--- src/rtl/ysyx_22050612_lsu_pkg.sv ---
// Shared encodings for the load/store unit: access sizes, response error codes and FSM states.
package ysyx_22050612_lsu_pkg;

  typedef enum logic [1:0] {
    SZ_B = 2'd0,
    SZ_H = 2'd1,
    SZ_W = 2'd2,
    SZ_D = 2'd3
  } size_e;

  typedef enum logic [1:0] {
    ERR_OK      = 2'b00,
    ERR_ALIGN   = 2'b01,
    ERR_TIMEOUT = 2'b10
  } err_e;

  typedef enum logic [1:0] {
    IDLE,
    REQ,
    WAIT,
    RESP
  } state_e;

  // Low address bits that must be zero for a naturally aligned access of the given size.
  function automatic logic [2:0] alignMask(input size_e size);
    case (size)
      SZ_B:    alignMask = 3'b000;
      SZ_H:    alignMask = 3'b001;
      SZ_W:    alignMask = 3'b011;
      default: alignMask = 3'b111;
    endcase
  endfunction

endpackage

--- src/rtl/ysyx_22050612_lsu_if.sv ---
// Execute-side request/response bundle and data-memory port bundle of the LSU.
interface ysyx_22050612_lsu_req_if #(parameter int XLEN = 64) ();
  logic            req_valid;
  logic            req_ready;
  logic            req_wen;
  logic [1:0]      req_size;
  logic            req_unsigned;
  logic [XLEN-1:0] req_addr;
  logic [XLEN-1:0] req_wdata;
  logic            rsp_valid;
  logic            rsp_ready;
  logic [XLEN-1:0] rsp_rdata;
  logic [1:0]      rsp_err;

  modport master (
    output req_valid, req_wen, req_size, req_unsigned, req_addr, req_wdata, rsp_ready,
    input  req_ready, rsp_valid, rsp_rdata, rsp_err
  );

  modport slave (
    input  req_valid, req_wen, req_size, req_unsigned, req_addr, req_wdata, rsp_ready,
    output req_ready, rsp_valid, rsp_rdata, rsp_err
  );
endinterface

interface ysyx_22050612_lsu_mem_if #(parameter int XLEN = 64) ();
  logic              mem_req_valid;
  logic              mem_req_ready;
  logic              mem_we;
  logic [XLEN-1:0]   mem_addr;
  logic [XLEN-1:0]   mem_wdata;
  logic [XLEN/8-1:0] mem_wmask;
  logic              mem_rsp_valid;
  logic [XLEN-1:0]   mem_rdata;

  modport master (
    output mem_req_valid, mem_we, mem_addr, mem_wdata, mem_wmask,
    input  mem_req_ready, mem_rsp_valid, mem_rdata
  );

  modport slave (
    input  mem_req_valid, mem_we, mem_addr, mem_wdata, mem_wmask,
    output mem_req_ready, mem_rsp_valid, mem_rdata
  );
endinterface

--- src/rtl/ysyx_22050612_lsu_ext.sv ---
// Load-lane extraction: shifts the addressed bytes of an aligned word down and sign/zero extends them.
module ysyx_22050612_lsu_ext
  import ysyx_22050612_lsu_pkg::*;
#(
  parameter int XLEN = 64
) (
  input  logic [XLEN-1:0]           rdata_i,
  input  logic [$clog2(XLEN/8)-1:0] off_i,
  input  size_e                     size_i,
  input  logic                      unsigned_i,
  output logic [XLEN-1:0]           data_o
);

  logic [XLEN-1:0] shifted;
  logic [XLEN-1:0] lowMask;
  logic            signBit;

  assign shifted = rdata_i >> {off_i, 3'b000};

  // Full-width accesses keep lowMask all ones, so extension leaves them untouched.
  always_comb begin
    lowMask = '1;
    signBit = shifted[XLEN-1];
    case (size_i)
      SZ_B: begin
        lowMask = XLEN'(8'hFF);
        signBit = shifted[7];
      end
      SZ_H: begin
        lowMask = XLEN'(16'hFFFF);
        signBit = shifted[15];
      end
      SZ_W: begin
        lowMask = XLEN'(32'hFFFF_FFFF);
        signBit = shifted[31];
      end
      default: ;
    endcase
    data_o = shifted & lowMask;
    if (!unsigned_i && signBit) begin
      data_o = data_o | ~lowMask;
    end
  end

endmodule

--- src/rtl/ysyx_22050612_lsu.sv ---
// Multi-cycle load/store unit: one outstanding valid/ready transaction between execute and data memory,
// with misalignment checking and a bounded wait for the memory response.
module ysyx_22050612_lsu
  import ysyx_22050612_lsu_pkg::*;
#(
  parameter int XLEN        = 64,
  parameter int TIMEOUT_CYC = 256
) (
  input logic                    clk,
  input logic                    rst_n,
  ysyx_22050612_lsu_req_if.slave req,
  ysyx_22050612_lsu_mem_if.master mem
);

  localparam int MW   = XLEN / 8;
  localparam int OFFW = $clog2(MW);
  localparam int CNTW = (TIMEOUT_CYC > 1) ? $clog2(TIMEOUT_CYC) : 1;
  localparam logic [CNTW-1:0] CNT_LAST = CNTW'((TIMEOUT_CYC > 0) ? TIMEOUT_CYC - 1 : 0);

  state_e          state_q;
  logic [OFFW-1:0] off_q;
  size_e           size_q;
  logic            wen_q;
  logic            unsigned_q;
  logic [CNTW-1:0] timeoutCnt_q;

  logic            reqReady_q;
  logic            memReqValid_q;
  logic            memWe_q;
  logic [XLEN-1:0] memAddr_q;
  logic [XLEN-1:0] memWdata_q;
  logic [MW-1:0]   memWmask_q;
  logic            rspValid_q;
  logic [XLEN-1:0] rspRdata_q;
  logic [1:0]      rspErr_q;

  size_e           reqSize;
  logic [OFFW-1:0] reqOff;
  logic [2:0]      offExt;
  logic [MW-1:0]   byteMask;
  logic            badReq_d;
  logic [XLEN-1:0] memAddr_d;
  logic [XLEN-1:0] memWdata_d;
  logic [MW-1:0]   memWmask_d;
  logic [XLEN-1:0] loadData;

  always_comb begin
    reqSize = size_e'(req.req_size);
    reqOff  = req.req_addr[OFFW-1:0];
    offExt  = 3'(reqOff);
    case (reqSize)
      SZ_B:    byteMask = MW'(1'b1);
      SZ_H:    byteMask = MW'(2'b11);
      SZ_W:    byteMask = MW'(4'hF);
      default: byteMask = '1;
    endcase
    badReq_d   = ((offExt & alignMask(reqSize)) != 3'b000) || ((reqSize == SZ_D) && (XLEN == 32));
    memAddr_d  = {req.req_addr[XLEN-1:OFFW], {OFFW{1'b0}}};
    memWdata_d = req.req_wdata << {reqOff, 3'b000};
    memWmask_d = req.req_wen ? (byteMask << reqOff) : '1;
  end

  ysyx_22050612_lsu_ext #(
    .XLEN(XLEN)
  ) u_ext (
    .rdata_i   (mem.mem_rdata),
    .off_i     (off_q),
    .size_i    (size_q),
    .unsigned_i(unsigned_q),
    .data_o    (loadData)
  );

  // A response arriving on the final wait cycle takes priority over the timeout.
  always_ff @(posedge clk or negedge rst_n) begin
    if (!rst_n) begin
      state_q       <= IDLE;
      off_q         <= '0;
      size_q        <= SZ_B;
      wen_q         <= 1'b0;
      unsigned_q    <= 1'b0;
      timeoutCnt_q  <= '0;
      reqReady_q    <= 1'b1;
      memReqValid_q <= 1'b0;
      memWe_q       <= 1'b0;
      memAddr_q     <= '0;
      memWdata_q    <= '0;
      memWmask_q    <= '0;
      rspValid_q    <= 1'b0;
      rspRdata_q    <= '0;
      rspErr_q      <= ERR_OK;
    end else begin
      case (state_q)
        IDLE: begin
          if (req.req_valid) begin
            off_q      <= reqOff;
            size_q     <= reqSize;
            wen_q      <= req.req_wen;
            unsigned_q <= req.req_unsigned;
            reqReady_q <= 1'b0;
            if (badReq_d) begin
              state_q    <= RESP;
              rspValid_q <= 1'b1;
              rspRdata_q <= '0;
              rspErr_q   <= ERR_ALIGN;
            end else begin
              state_q       <= REQ;
              memReqValid_q <= 1'b1;
              memWe_q       <= req.req_wen;
              memAddr_q     <= memAddr_d;
              memWdata_q    <= memWdata_d;
              memWmask_q    <= memWmask_d;
            end
          end
        end
        REQ: begin
          if (mem.mem_req_ready) begin
            state_q       <= WAIT;
            memReqValid_q <= 1'b0;
            timeoutCnt_q  <= '0;
          end
        end
        WAIT: begin
          if (mem.mem_rsp_valid) begin
            state_q    <= RESP;
            rspValid_q <= 1'b1;
            rspRdata_q <= wen_q ? '0 : loadData;
            rspErr_q   <= ERR_OK;
          end else if ((TIMEOUT_CYC != 0) && (timeoutCnt_q == CNT_LAST)) begin
            state_q    <= RESP;
            rspValid_q <= 1'b1;
            rspRdata_q <= '0;
            rspErr_q   <= ERR_TIMEOUT;
          end else begin
            timeoutCnt_q <= timeoutCnt_q + CNTW'(1);
          end
        end
        RESP: begin
          if (req.rsp_ready) begin
            state_q    <= IDLE;
            rspValid_q <= 1'b0;
            rspRdata_q <= '0;
            rspErr_q   <= ERR_OK;
            reqReady_q <= 1'b1;
          end
        end
        default: state_q <= IDLE;
      endcase
    end
  end

  assign req.req_ready     = reqReady_q;
  assign req.rsp_valid     = rspValid_q;
  assign req.rsp_rdata     = rspRdata_q;
  assign req.rsp_err       = rspErr_q;
  assign mem.mem_req_valid = memReqValid_q;
  assign mem.mem_we        = memWe_q;
  assign mem.mem_addr      = memAddr_q;
  assign mem.mem_wdata     = memWdata_q;
  assign mem.mem_wmask     = memWmask_q;

endmodule

--- src/flat_wrapper.sv ---
// flat-port wrapper written by rule: the top's interface ports become plain ports
module ysyx_22050612_lsu_flat import ysyx_22050612_lsu_pkg::*;
#(
  parameter int XLEN        = 64,
  parameter int TIMEOUT_CYC = 256
)
  (clk, rst_n, req_req_valid, req_req_wen, req_req_size, req_req_unsigned, req_req_addr, req_req_wdata, req_rsp_ready, req_req_ready, req_rsp_valid, req_rsp_rdata, req_rsp_err, mem_mem_req_valid, mem_mem_we, mem_mem_addr, mem_mem_wdata, mem_mem_wmask, mem_mem_req_ready, mem_mem_rsp_valid, mem_mem_rdata);
  ysyx_22050612_lsu_req_if #(.XLEN(XLEN)) req_i ();
  ysyx_22050612_lsu_mem_if #(.XLEN(XLEN)) mem_i ();
  input logic clk;
  input logic rst_n;
  input wire logic [$bits(req_i.req_valid)-1:0] req_req_valid;
  input wire logic [$bits(req_i.req_wen)-1:0] req_req_wen;
  input wire logic [$bits(req_i.req_size)-1:0] req_req_size;
  input wire logic [$bits(req_i.req_unsigned)-1:0] req_req_unsigned;
  input wire logic [$bits(req_i.req_addr)-1:0] req_req_addr;
  input wire logic [$bits(req_i.req_wdata)-1:0] req_req_wdata;
  input wire logic [$bits(req_i.rsp_ready)-1:0] req_rsp_ready;
  output wire logic [$bits(req_i.req_ready)-1:0] req_req_ready;
  output wire logic [$bits(req_i.rsp_valid)-1:0] req_rsp_valid;
  output wire logic [$bits(req_i.rsp_rdata)-1:0] req_rsp_rdata;
  output wire logic [$bits(req_i.rsp_err)-1:0] req_rsp_err;
  output wire logic [$bits(mem_i.mem_req_valid)-1:0] mem_mem_req_valid;
  output wire logic [$bits(mem_i.mem_we)-1:0] mem_mem_we;
  output wire logic [$bits(mem_i.mem_addr)-1:0] mem_mem_addr;
  output wire logic [$bits(mem_i.mem_wdata)-1:0] mem_mem_wdata;
  output wire logic [$bits(mem_i.mem_wmask)-1:0] mem_mem_wmask;
  input wire logic [$bits(mem_i.mem_req_ready)-1:0] mem_mem_req_ready;
  input wire logic [$bits(mem_i.mem_rsp_valid)-1:0] mem_mem_rsp_valid;
  input wire logic [$bits(mem_i.mem_rdata)-1:0] mem_mem_rdata;
  assign req_i.req_valid = req_req_valid;
  assign req_i.req_wen = req_req_wen;
  assign req_i.req_size = req_req_size;
  assign req_i.req_unsigned = req_req_unsigned;
  assign req_i.req_addr = req_req_addr;
  assign req_i.req_wdata = req_req_wdata;
  assign req_i.rsp_ready = req_rsp_ready;
  assign req_req_ready = req_i.req_ready;
  assign req_rsp_valid = req_i.rsp_valid;
  assign req_rsp_rdata = req_i.rsp_rdata;
  assign req_rsp_err = req_i.rsp_err;
  assign mem_mem_req_valid = mem_i.mem_req_valid;
  assign mem_mem_we = mem_i.mem_we;
  assign mem_mem_addr = mem_i.mem_addr;
  assign mem_mem_wdata = mem_i.mem_wdata;
  assign mem_mem_wmask = mem_i.mem_wmask;
  assign mem_i.mem_req_ready = mem_mem_req_ready;
  assign mem_i.mem_rsp_valid = mem_mem_rsp_valid;
  assign mem_i.mem_rdata = mem_mem_rdata;
  ysyx_22050612_lsu #(.XLEN(XLEN), .TIMEOUT_CYC(TIMEOUT_CYC)) u_core (.clk(clk), .rst_n(rst_n), .req(req_i), .mem(mem_i));
endmodule
--- config.mk ---
export PLATFORM = sky130hd
export DESIGN_NAME = ysyx_22050612_lsu_flat
export DESIGN_NICKNAME = d
export VERILOG_FILES = /design/src/rtl/ysyx_22050612_lsu_pkg.sv /design/src/rtl/ysyx_22050612_lsu_if.sv /design/src/rtl/ysyx_22050612_lsu_ext.sv /design/src/rtl/ysyx_22050612_lsu.sv /design/src/flat_wrapper.sv
export SDC_FILE = /design/constraint.sdc
export NUM_CORES = 1
export LEC_CHECK = 0
export CAP_MARGIN = 20
export CORE_AREA = 10 10 181 183
export DETAILED_ROUTE_END_ITERATION = 7
export DIE_AREA = 0 0 191 193
export PLACE_DENSITY = 0.8
export SYNTH_ARGS = -nofsm -noshare
export SYNTH_HDL_FRONTEND = slang
export SYNTH_SLANG_ARGS = --single-unit
--- constraint.sdc ---
create_clock -name clk -period 1.8 [get_ports clk]
set_clock_uncertainty 0.05 [all_clocks]
set_input_delay 0.27 -clock clk [delete_from_list [all_inputs] [get_ports clk]]
set_output_delay 0.27 -clock clk [all_outputs]
set_load 0.01 [all_outputs]
==> results of run 1 <==
state kept, by name (all words and copies together) (netlist names):
signal / cells
u_core.mem.mem_wdata: 64
u_core.state_q: 2
u_core.req.rsp_err: 2
u_core.off_q: 3
u_core.mem.mem_addr: 61
u_core.mem.mem_wmask: 8
u_core.req.req_ready: 1
u_core.req.rsp_valid: 1
u_core.mem.mem_we: 1
u_core.unsigned_q: 1
u_core.timeoutCnt_q: 8
u_core.mem.mem_req_valid: 1
u_core.req.rsp_rdata: 64
u_core.size_q: 2
u_core.wen_q: 1
routing by layer:
layer  vias to the layer above  track usage [%]
li1                       5682                -
met1                      6466             31.3
met2                       854             46.4
met3                       182             9.39
met4                         2             9.93
met5                         -                0
worst register-to-register path: cells and delay by family, from the launching register on:
kind	cells	cell delay [ns]
flops	1	0.41
buf+inv	3	0.51
simple gates	2	0.40
mux	1	0.17
compound gates	2	0.55
logic make-up after synthesis:
logic type | share of synthesized area (%)
AO/OA/AOI/OAI | 18.2
XOR/XNOR | 0.217
adder cells (fa/ha/maj) | 0.518
buffers and inverters | 4.47
flip-flops | 45.6
multiplexers | 13.8
other | 0.0310
AND/OR/NAND/NOR | 17.2
layout make-up:
type                    count  area (sq um)
flip-flops and latches    220          5510
diodes                      5          12.5
well taps                 390           488
inverters                   7          26.3
clock inverters            12           101
repair buffers            655          6910
fillers                  1924          8410
multi-input cells         945          7100
clock buffers              32           682
Yosys cell counts, types with 3 or more instances:
cell / count
inv_1: 6
nand4_1: 6
xnor2_1: 3
a22o_1: 16
ha_1: 5
nor2b_1: 19
a21oi_1: 49
buf_6: 7
nand2b_1: 10
o21ai_1: 31
o21ai_0: 62
a31oi_1: 4
buf_2: 38
mux2i_1: 86
mux2_2: 35
nor3_2: 3
a22oi_1: 9
clkbuf_1: 43
dfrtp_1: 219
o211ai_1: 8
mux2_1: 4
o31ai_2: 30
buf_4: 7
a2bb2oi_1: 7
a211oi_1: 26
nand2_1: 342
nand3_1: 20
a32o_1: 15
a221oi_1: 10
o31ai_1: 3
nor3_1: 5
o22a_1: 7
nor2_1: 64
mux4_2: 15
buf_1: 7
o221ai_1: 9
o21a_1: 10
placed cells by master (no fill, tap or decap), types with 10 or more instances in the layout:
cell and count:
a211oi_1 20, a21oi_1 44, a22o_1 16, a32o_1 15, buf_12 32, buf_4 159
buf_6 34, clkbuf_16 40, clkdlybuf4s50_1 255, dfrtp_1 217, dlygate4sd2_1 82, dlymetal6s2s_1 63
mux2_2 26, mux2_4 12, mux2i_1 70, mux2i_4 11, mux4_2 15, nand2_1 285
nand2_2 51, nand3_2 10, nor2_1 56, nor2b_1 14, o21a_1 10, o21ai_0 50
o21ai_1 33, o31ai_2 23
final timing paths:
path / to / depth (start not counted)
max in group asynchronous: u_core.mem.mem_addr[42] / 3
hold reg to reg: u_core.mem.mem_addr[44] / 2
setup / recovery: u_core.req.rsp_rdata[32] / 8
setup reg to reg: u_core.req.rsp_rdata[32] / 8
min in group asynchronous: u_core.req.rsp_rdata[3] / 2
hold / removal: u_core.off_q[0] / 2
what timing repair did:
action / in CTS / in global routing
resized for setup: 172 / 259
hold buffers: 1 / 0
endpoints found under the setup margin: 253 / 176
buffers inserted: 20 / 31
gates cloned: 5 / 18
hold endpoints to repair: 46 / 0
pin swaps: 19 / 109
per-stage QoR:
| stage | util [%] | cells | setup TNS, ns |
|---|---|---|---|
| floorplan | - | 1275 | -2.81 |
| global placement | 61.2 | 2151 | -61.51 |
| detailed placement | 61.2 | 2151 | -71.20 |
| CTS | 66.0 | 2220 | -8.62 |
| global route | 71.2 | 2264 | -31.02 |
| finish | 71.2 | 2266 | -19.14 |
power by group through the flow:
stage          sequential (W)  combinational [W]  clock, W
6_report              0.00820             0.0197   0.00500
3_5_place_dp          0.00810             0.0156         0
2_1_floorplan         0.00866            0.00674         0
4_1_cts               0.00806             0.0169   0.00504
5_1_grt               0.00837             0.0206   0.00526
3_3_place_gp          0.00805             0.0154         0
==> metrics.txt, run 1 <==
R2R setup slack=-0.40 ns; post-synth top area cell=dfrtp_1; GRT Overall Usage=between 20% and 30%; RSZ-0062 raised after global routing=yes; GRT overflow=0; M1 WL=20700 microns; drt pass-1 iters=6; mean post-synth cell area=between 9 and 10 sq um; max_slew headroom=approximately 57%; number of synthesized register bits=220; largest net degree at the start of global routing=55; CTS H-tree lvls=1; share of layout cells above drive strength 1=29.6%; crit start category=flop; wire length on met3=6330 microns; critical path's largest stage delay=0.41 ns; Worst-Skew Late Latency=approximately 0.54 ns; Power Total=approximately 0.033 W; Netlist cell types=66; Reg-to-Reg Start=u_core.off_q[2]; Slew Viols, Final=0; Post-Layout Inst Area=~0.021 sq mm; uppermost layer routed=met5; ranking of synthesized cells by area=dfrtp_1 (45%), nand2_1 (11%), mux2i_1 (7.1%), mux2_2 (3.3%), o31ai_2 (3.1%); max frequency=roughly 0.45 GHz; Cells after Synth=around 1300; cell-internal power=~0.019 W; Die X=191 microns; Cell Pwr Density=about 1600 mW/mm^2; TritonCTS clock tree=done; gpl congestion=slightly below 1; Syn. warnings=0; Hold Path Class=in -> reg; Clock transition at path regs=0.07 ns; Core Box Area=slightly below 0.03 sq mm; Placement Cell Area=roughly 0.018 sq mm; vias in the first global route=approximately 13000; Cell Rows=63; logic gate share of total power=between 50% and 60%; DR DRC count=0; # Max-Cap Violations=0; Hold Startpoint=req_req_addr[0]; Starting Density=around two fifths; Max VDD drop=~0.0011 V; endpoints failing hold=0; area of the mapped netlist=~0.012 sq mm; CP Class=reg -> reg; FFs w/ async S/R, synth=100%; pre-CTS setup slack=-0.505 ns; dominant synthesized flop cell=dfrtp_1; slowest CP cell=dfrtp_1; met2 WL=28400 microns; crit path buf inv count=3; status=complete, but fails checks; Slew @ Worst Pin=between 0.6 and 0.7 ns; Leak=between 10 and 15 nW; area growth from synthesis to layout=72.4%; Net Sw Frac=a little over 40%; # IOs=408; global-route wire length before repair=just under 80000 microns; antenna violations before repair=6; Final ANT Viol Nets=0; fin crit share=122%; critical-path cell list=buf_12 -> mux2i_2 -> o211ai_1 -> nand4b_1 -> nor4b_4 -> buf_4 -> clkbuf_16 -> o31ai_1; die height=between 150 and 200 microns; starting DRC count in detailed routing=approximately 1100; minimum clock period=between 2 and 2.5 ns; critical path data required time=~2.2 ns; Sw Pwr=0.0137 W; Post-synth EDFFs=0; crit end category=flop; Worst setup startpoint=u_core.off_q[2]; Avg WL per Cell=between 20 and 30 microns; PortBufs=between 400 and 500; Seq/Total Area, Yosys=a little under half; Routed WL=around 58000 microns; Clk pwr share=~15%; CP max FO=10; dpl hpwl=between 30000 and 40000 microns; failing checks=negative setup slack; Worst Path Arrival=2.57 ns; Crit path max-delay family=compound AO/OA/AOI/OAI gates; via count=13200; sequential power share=~25%; clock root cell=clkbuf_16; full die area=about 0.037 sq mm; CTS sink count=220; Synth top area share=45.4%; WHS=0.0544 ns; Nets=between 2000 and 2500; routed vias/inst=5.82; clock buffer count from CTS=25; Max Buffers Root-to-Sink=3; post-route setup slack=-0.400 ns; Finish-stage setup viols=around 150
Power figures use the tool's default switching activity.
==> inputs of run 2 (changes only) <==
--- a/config.mk
+++ b/config.mk
@@ -5,11 +5,14 @@
 export SDC_FILE = /design/constraint.sdc
 export NUM_CORES = 1
 export LEC_CHECK = 0
+export ABC_AREA = 1
 export CAP_MARGIN = 20
-export CORE_AREA = 10 10 181 183
+export CORE_AREA = 10 10 184 186
 export DETAILED_ROUTE_END_ITERATION = 7
-export DIE_AREA = 0 0 191 193
-export PLACE_DENSITY = 0.8
+export DIE_AREA = 0 0 194 196
+export GPL_TIMING_DRIVEN = 0
+export PLACE_DENSITY = 0.79
+export SLEW_MARGIN = 20
 export SYNTH_ARGS = -nofsm -noshare
 export SYNTH_HDL_FRONTEND = slang
 export SYNTH_SLANG_ARGS = --single-unit
==> run 2 against run 1 <==
Against the previous run:
- the flow still finishes with violations (negative setup slack)
- sequential share of layout area grew 1.4 points
- fmax grew 9.9%
- routed wire length increased by 9.1%
- first-iteration DRC count grew 3.9%
- largest cell class unchanged
- highest routed layer unchanged
==> metrics.txt, run 2 <==
status=complete, but fails checks; failing checks=negative setup slack; Finish-stage setup viols=65; Cell Pwr Density=~1600 mW/mm^2; global-route wire length before repair=92500 microns; Netlist cell types=46; Cells after Synth=approximately 1700; area growth from synthesis to layout=59.4%; critical path's largest stage delay=around 0.4 ns; Max VDD drop=~0.0009 V; crit start category=flop; number of synthesized register bits=220; gpl congestion=about 1.1; Leak=around 11 nW; # Max-Cap Violations=0; CP Class=reg -> reg; CP max FO=5; Nets=between 2000 and 2500; GRT overflow=0; dpl hpwl=roughly 49000 microns; Final ANT Viol Nets=0; clock root cell=clkbuf_16; crit end category=flop; PortBufs=approximately 400; Layout fillers=2565; critical-path cell list=inv_2 -> ha_4 -> inv_2 -> nor2_2 -> a21oi_2 -> nand3_4 -> buf_6 -> buf_12 -> nor2_4 -> nand2_2 -> nand2_1; Core Box Area=about 0.030 sq mm; placed insts=approximately 2600; antenna violations before repair=4; largest net degree at the start of global routing=96; cell-internal power=approximately 0.018 W; Post-Synth Simple-Gate Area=between 30 and 40%; die height=about 200 microns; endpoints failing hold=0; RSZ-0062 raised after global routing=yes; final cell count without fillers=2642; Die X=~190 microns; slowest CP cell=dfrtp_1; area of the mapped netlist=approximately 0.012 sq mm; Slew @ Worst Pin=around 0.79 ns; Synth Area in Compound Gates=13.2%; Clock transition at path regs=0.06 ns; multi-input logic area=about 0.007 sq mm; # IOs=around 410; CTS sink count=220; Starting Density=41.1%; Slew Viols, Final=0; Clk pwr share=15.6%; drt pass-1 iters=5; Cell Rows=64; mean post-synth cell area=7.11 sq um; mux cell area share after synthesis=under 10%; sequential power share=25.8%; FFs w/ async S/R, synth=100%; Adder-Cell Fraction of Synth Area=0.503%; Routed WL=around 64000 microns; largest family of logic cells by synthesized area=simple AND/OR/NAND/NOR gates; pre-CTS setup slack=-0.860 ns; dominant synthesized flop cell=dfrtp_1; Seq/Total Area, Yosys=about 44%; Net Sw Frac=between 40 and 50%; via count=14500; most frequent cells in the layout=nand2_1 (720), clkdlybuf4s50_1 (240), dfrtp_1 (213), o21ai_0 (126), dlymetal6s2s_1 (81); vias in the first global route=between 10000 and 15000; full die area=roughly 0.038 sq mm; critical path data required time=~2.2 ns; count leader, synth=nand2_1; Reg area=about 0.0055 sq mm; GRT Overall Usage=31.2%; ranking of synthesized cells by area=dfrtp_1 (44%), nand2_1 (24%), o21ai_0 (7.1%), nand3_1 (3.5%), nor2_1 (2.2%); Worst Path Arrival=about 2.4 ns; Sw Pwr=about 0.014 W; minimum clock period=between 2 and 2.5 ns; TritonCTS clock tree=done; Syn. warnings=0; Post-synth EDFFs=0; DR DRC count=0; most used cell, CP=inv_2; max_slew headroom=a little under half; routed vias/inst=approximately 5.5; Worst-Skew Late Latency=around 0.54 ns; Avg WL per Cell=24.0 microns; Synth top area share=44.1%; xor/xnor share of the synthesized area=less than 1%; logic gate share of total power=between 50% and 60%; post-synth top area cell=dfrtp_1; fin crit share=111%; starting DRC count in detailed routing=around 1200; most frequent cells after synthesis=nand2_1 (789), dfrtp_1 (219), o21ai_0 (177); post-route setup slack=-0.202 ns; max frequency=approximately 0.5 GHz; Hold Path Class=in -> reg; most common cell after layout, fill and taps aside=nand2_1; clock buffer count from CTS=25; Max Buffers Root-to-Sink=3; CTS H-tree lvls=1; share of layout cells above drive strength 1=around a fifth
-- run 2: cell type report --
type                            instances  share of cell area (%)
Antenna cell                            2                  0.0253
Tap cell                              396                    2.50
Clock buffer                           31                    3.37
Multi-Input combinational cell       1334                    35.2
Timing Repair Buffer                  455                    24.3
Sequential cell                       220                    27.8
Inverter                               80                    1.62
Clock inverter                          7                   0.524
Buffer                                116                    4.60
Timing Repair inverter                  1                  0.0379
-- run 2: cell families after synthesis --
group,Yosys count
multiplexers,17
AND/OR/NAND/NOR,1015
other,1
adder cells (fa/ha/maj),5
AO/OA/AOI/OAI,292
flip-flops,220
buffers and inverters,197
XOR/XNOR,2
-- run 2: metal layers --
layer,global-route usage (%),wire length (microns),up-vias
li1,-,-,6582
met1,36.8,24700,6972
met2,52.0,29900,794
met3,9.31,5780,165
met4,12.9,3120,4
met5,0,30,-
-- run 2: power groups by stage --
stage | logic (W) | registers (W) | clock network, W
finish | 0.0188 | 0.00825 | 0.00500
global route | 0.0199 | 0.00847 | 0.00524
CTS | 0.0171 | 0.00817 | 0.00504
detailed placement | 0.0149 | 0.00817 | 0
global placement | 0.0149 | 0.00813 | 0
floorplan | 0.00636 | 0.00887 | 0
-- run 2: worst max-delay path, delay by kind of cell, from the launching register on --
family | cells | cell delay, ns
AO/OA/AOI/OAI | 1 | 0.21
adder cells (fa/ha/maj) | 1 | 0.19
buffers and inverters | 4 | 0.52
flip-flops | 1 | 0.41
AND/OR/NAND/NOR | 5 | 0.55
-- run 2: path summary, 6_finish.rpt --
| kind | start | to | slack (ns) | cells after the start |
|---|---|---|---|---|
| hold / removal | req_req_addr[1] | u_core.mem.mem_wmask[2] | 0.18 | 4 |
| max in group asynchronous | rst_n | u_core.mem.mem_wdata[18] | 0.24 | 4 |
| hold reg to reg | u_core.req.rsp_rdata[17] | u_core.req.rsp_rdata[17] | 0.42 | 2 |
| min in group asynchronous | rst_n | u_core.req.rsp_rdata[14] | 0.20 | 2 |
| setup / recovery | u_core.state_q[0] | u_core.req.rsp_rdata[50] | -0.20 | 11 |
| setup reg to reg | u_core.state_q[0] | u_core.req.rsp_rdata[50] | -0.20 | 11 |
-- run 2: what timing repair did --
| action | in CTS | in global routing |
|---|---|---|
| cloned | 11 | 6 |
| gates resized for setup | 354 | 263 |
| setup buffers | 29 | 13 |
| pin swaps | 46 | 51 |
| endpoints found under the hold margin | 63 | 0 |
| endpoints found under the setup margin | 280 | 250 |
| hold buffers | 1 | 0 |
-- run 2: metrics by stage --
step / util, % / TNS (ns) / area (sq um) / power [W] / hold WS, ns
6_report: 65.5 / -6.14 / 19800 / 0.0320 / 0.180
2_1_floorplan: - / 0 / 12400 / 0.0152 / -0.0756
5_1_grt: 65.5 / -15.36 / 19800 / 0.0336 / 0.188
3_3_place_gp: 56.0 / -2079.90 / 17000 / 0.0230 / 0.409
3_5_place_dp: 56.2 / -142.00 / 17000 / 0.0231 / 0.184
4_1_cts: 62.5 / -2.65 / 18900 / 0.0303 / 0.160
==> inputs of run 3 (changes only) <==
--- a/config.mk
+++ b/config.mk
@@ -7,12 +7,13 @@
 export LEC_CHECK = 0
 export ABC_AREA = 1
 export CAP_MARGIN = 20
-export CORE_AREA = 10 10 184 186
+export CORE_AREA = 2 2 176 178
 export DETAILED_ROUTE_END_ITERATION = 7
-export DIE_AREA = 0 0 194 196
+export DIE_AREA = 0 0 178 180
 export GPL_TIMING_DRIVEN = 0
 export PLACE_DENSITY = 0.79
 export SLEW_MARGIN = 20
 export SYNTH_ARGS = -nofsm -noshare
 export SYNTH_HDL_FRONTEND = slang
 export SYNTH_SLANG_ARGS = --single-unit
+export TNS_END_PERCENT = 100
==> run 3 against run 2 <==
Against the previous run:
- the flow still finishes with violations (negative setup slack)
- utilization is 0.53 points higher
- clock power up 9.4%
- worst hold slack worse by 0.010 ns
- cell count about the same
- combinational power down 2%
- via count decreased by 0.71%
- cell area increased by 0.54%
- critical path type unchanged
- largest power group unchanged
==> metrics.txt, run 3 (synthesis gave the netlist of run 2 again) <==
status=complete, but fails checks; failing checks=negative setup slack; Die X=roughly 180 microns; Global Route met1 Usage=44.5%; share of layout cells above drive strength 1=19.3%; Slew @ Worst Pin=0.766 ns; largest net degree at the start of global routing=between 90 and 100; post-route setup slack=-0.0970 ns; crit end category=flop; Leak=roughly 11 nW; WHS=~0.17 ns; Power Total=approximately 0.032 W; CP Class=reg -> reg; critical path data required time=2.23 ns; vias in the first global route=around 14000; TritonCTS clock tree=done; endpoints failing hold=0; routed vias/inst=about 5.5; CTS H-tree lvls=1; minimum clock period=~1.9 ns; full die area=around 0.032 sq mm; CP max FO=10; Finish-stage setup viols=62; die height=about 180 microns; CTS sink count=220; r2r endpoint=u_core.req.rsp_rdata[46]; GRT overflow=0; sequential power share=approximately a quarter; Worst Reg2Reg Path Length in Cells=12; max_slew headroom=48.7%; Clk pwr share=between 15 and 20%; most common cell after layout, fill and taps aside=nand2_1; pre-CTS setup slack=-0.835 ns; n_diodes=0; Nets=approximately 2400; clock buffer count from CTS=25; Starting Density=approximately two fifths; Cell Pwr Density=between 1500 and 2000 mW/mm^2; Post-Layout Inst Area=between 0.015 and 0.02 sq mm; antenna violations before repair=3; post-route setup TNS=-2.64 ns; RSZ-0062 raised after global routing=yes; max frequency=approximately 0.53 GHz; Sw Pwr=approximately 0.014 W; fin crit share=105%; most frequent cells in the layout=nand2_1 (724), clkdlybuf4s50_1 (249), dfrtp_1 (214), o21ai_0 (128), dlymetal6s2s_1 (79); GRT Overall Usage=between 30% and 40%; # IOs=408; GRT Max-Usage Layer=met2; starting DRC count in detailed routing=about 930; Placement Cell Area=0.0170 sq mm; clock root cell=clkbuf_16; cell-internal power=about 0.018 W; Worst Path Arrival=~2.3 ns; PortBufs=401; Clock transition at path regs=0.06 ns; drt pass-1 iters=7; R2R setup slack=-0.1 ns; Reg-to-Reg Start=u_core.state_q[0]; Core Box Area=approximately 0.03 sq mm; area growth from synthesis to layout=60.2%; dpl hpwl=approximately 45000 microns; DR DRC count=0; Net Sw Frac=between 40% and 50%; Hold Path Class=in -> async; Max VDD drop=roughly 0.00099 V; Final ANT Viol Nets=0; # Max-Cap Violations=0; logic gate share of total power=a little under three fifths; Worst-Skew Late Latency=around 0.55 ns; GR Util met2=between 60% and 70%; Max Buffers Root-to-Sink=3; gpl congestion=between 1 and 1.5; global-route wire length before repair=between 80000 and 90000 microns; Avg WL per Cell=22.6 microns; via count=approximately 14000; crit start category=flop; Routed WL=around 60000 microns; Slew Viols, Final=0; met3 Use GR=7.02%; Cell Rows=64
run 3: per-stage QoR:
step           cells  utilization (%)
2_1_floorplan   1751                -
3_3_place_gp    2548             56.2
3_5_place_dp    2550             56.4
4_1_cts         2630             63.5
5_1_grt         2640             66.0
6_report        2640             66.0
run 3: worst max path at each step:
stage	start	endpoint	slack [ns]	cells past startpoint
3_3_place_gp	rst_n	u_core.mem.mem_wdata[57]	-8.82	1
3_5_place_dp	req_req_size[0]	u_core.mem.mem_wdata[6]	-0.83	10
4_1_cts	u_core.timeoutCnt_q[1]	u_core.req.rsp_rdata[35]	-0.12	12
6_report	u_core.state_q[0]	u_core.req.rsp_rdata[46]	-0.1	12
2_1_floorplan	u_core.state_q[0]	u_core.mem.mem_wmask[4]	0.1	9
5_1_grt	u_core.state_q[0]	u_core.req.rsp_rdata[46]	-0.19	12
run 3: critical path: stages (launching register included):
cell and delay, ns:
dfrtp_1 0.41, inv_2 0.13, ha_4 0.15, inv_1 0.10, nor2_4 0.18, nand2_1 0.09, nand2_2 0.10, nor2_4 0.05
inv_4 0.11, buf_12 0.16, buf_6 0.13, nand2_1 0.08, nand2_1 0.08
run 3: power by group through the flow:
stage          combinational [W]  clock (W)  sequential (W)
2_1_floorplan            0.00636          0         0.00887
3_3_place_gp              0.0146          0         0.00815
3_5_place_dp              0.0147          0         0.00817
4_1_cts                   0.0172    0.00553         0.00818
5_1_grt                   0.0195    0.00576         0.00839
6_report                  0.0184    0.00547         0.00819
run 3: metal layers:
layer / wire length [microns] / vias up
li1: - / 6569
met3: 4610 / 192
met4: 3700 / 6
met2: 28300 / 749
met5: 39 / -
met1: 23000 / 6898
run 3: area by class of cell:
type	instances	area [sq um]
Timing Repair Buffer	448	4700
Tap cell	396	495
Sequential cell	220	5510
Fill cell	2553	10300
Inverter	80	318
Clock inverter	12	156
Clock buffer	34	729
Multi-Input combinational cell	1334	7110
Buffer	116	901
run 3: repair_timing:
action | in CTS | in global routing
hold endpoints to repair | 57 | 0
pin swaps | 67 | 79
resized for setup | 377 | 232
hold buffers | 1 | 0
buffers inserted | 24 | 12
endpoints found under the setup margin | 277 | 274
cloned | 10 | 1
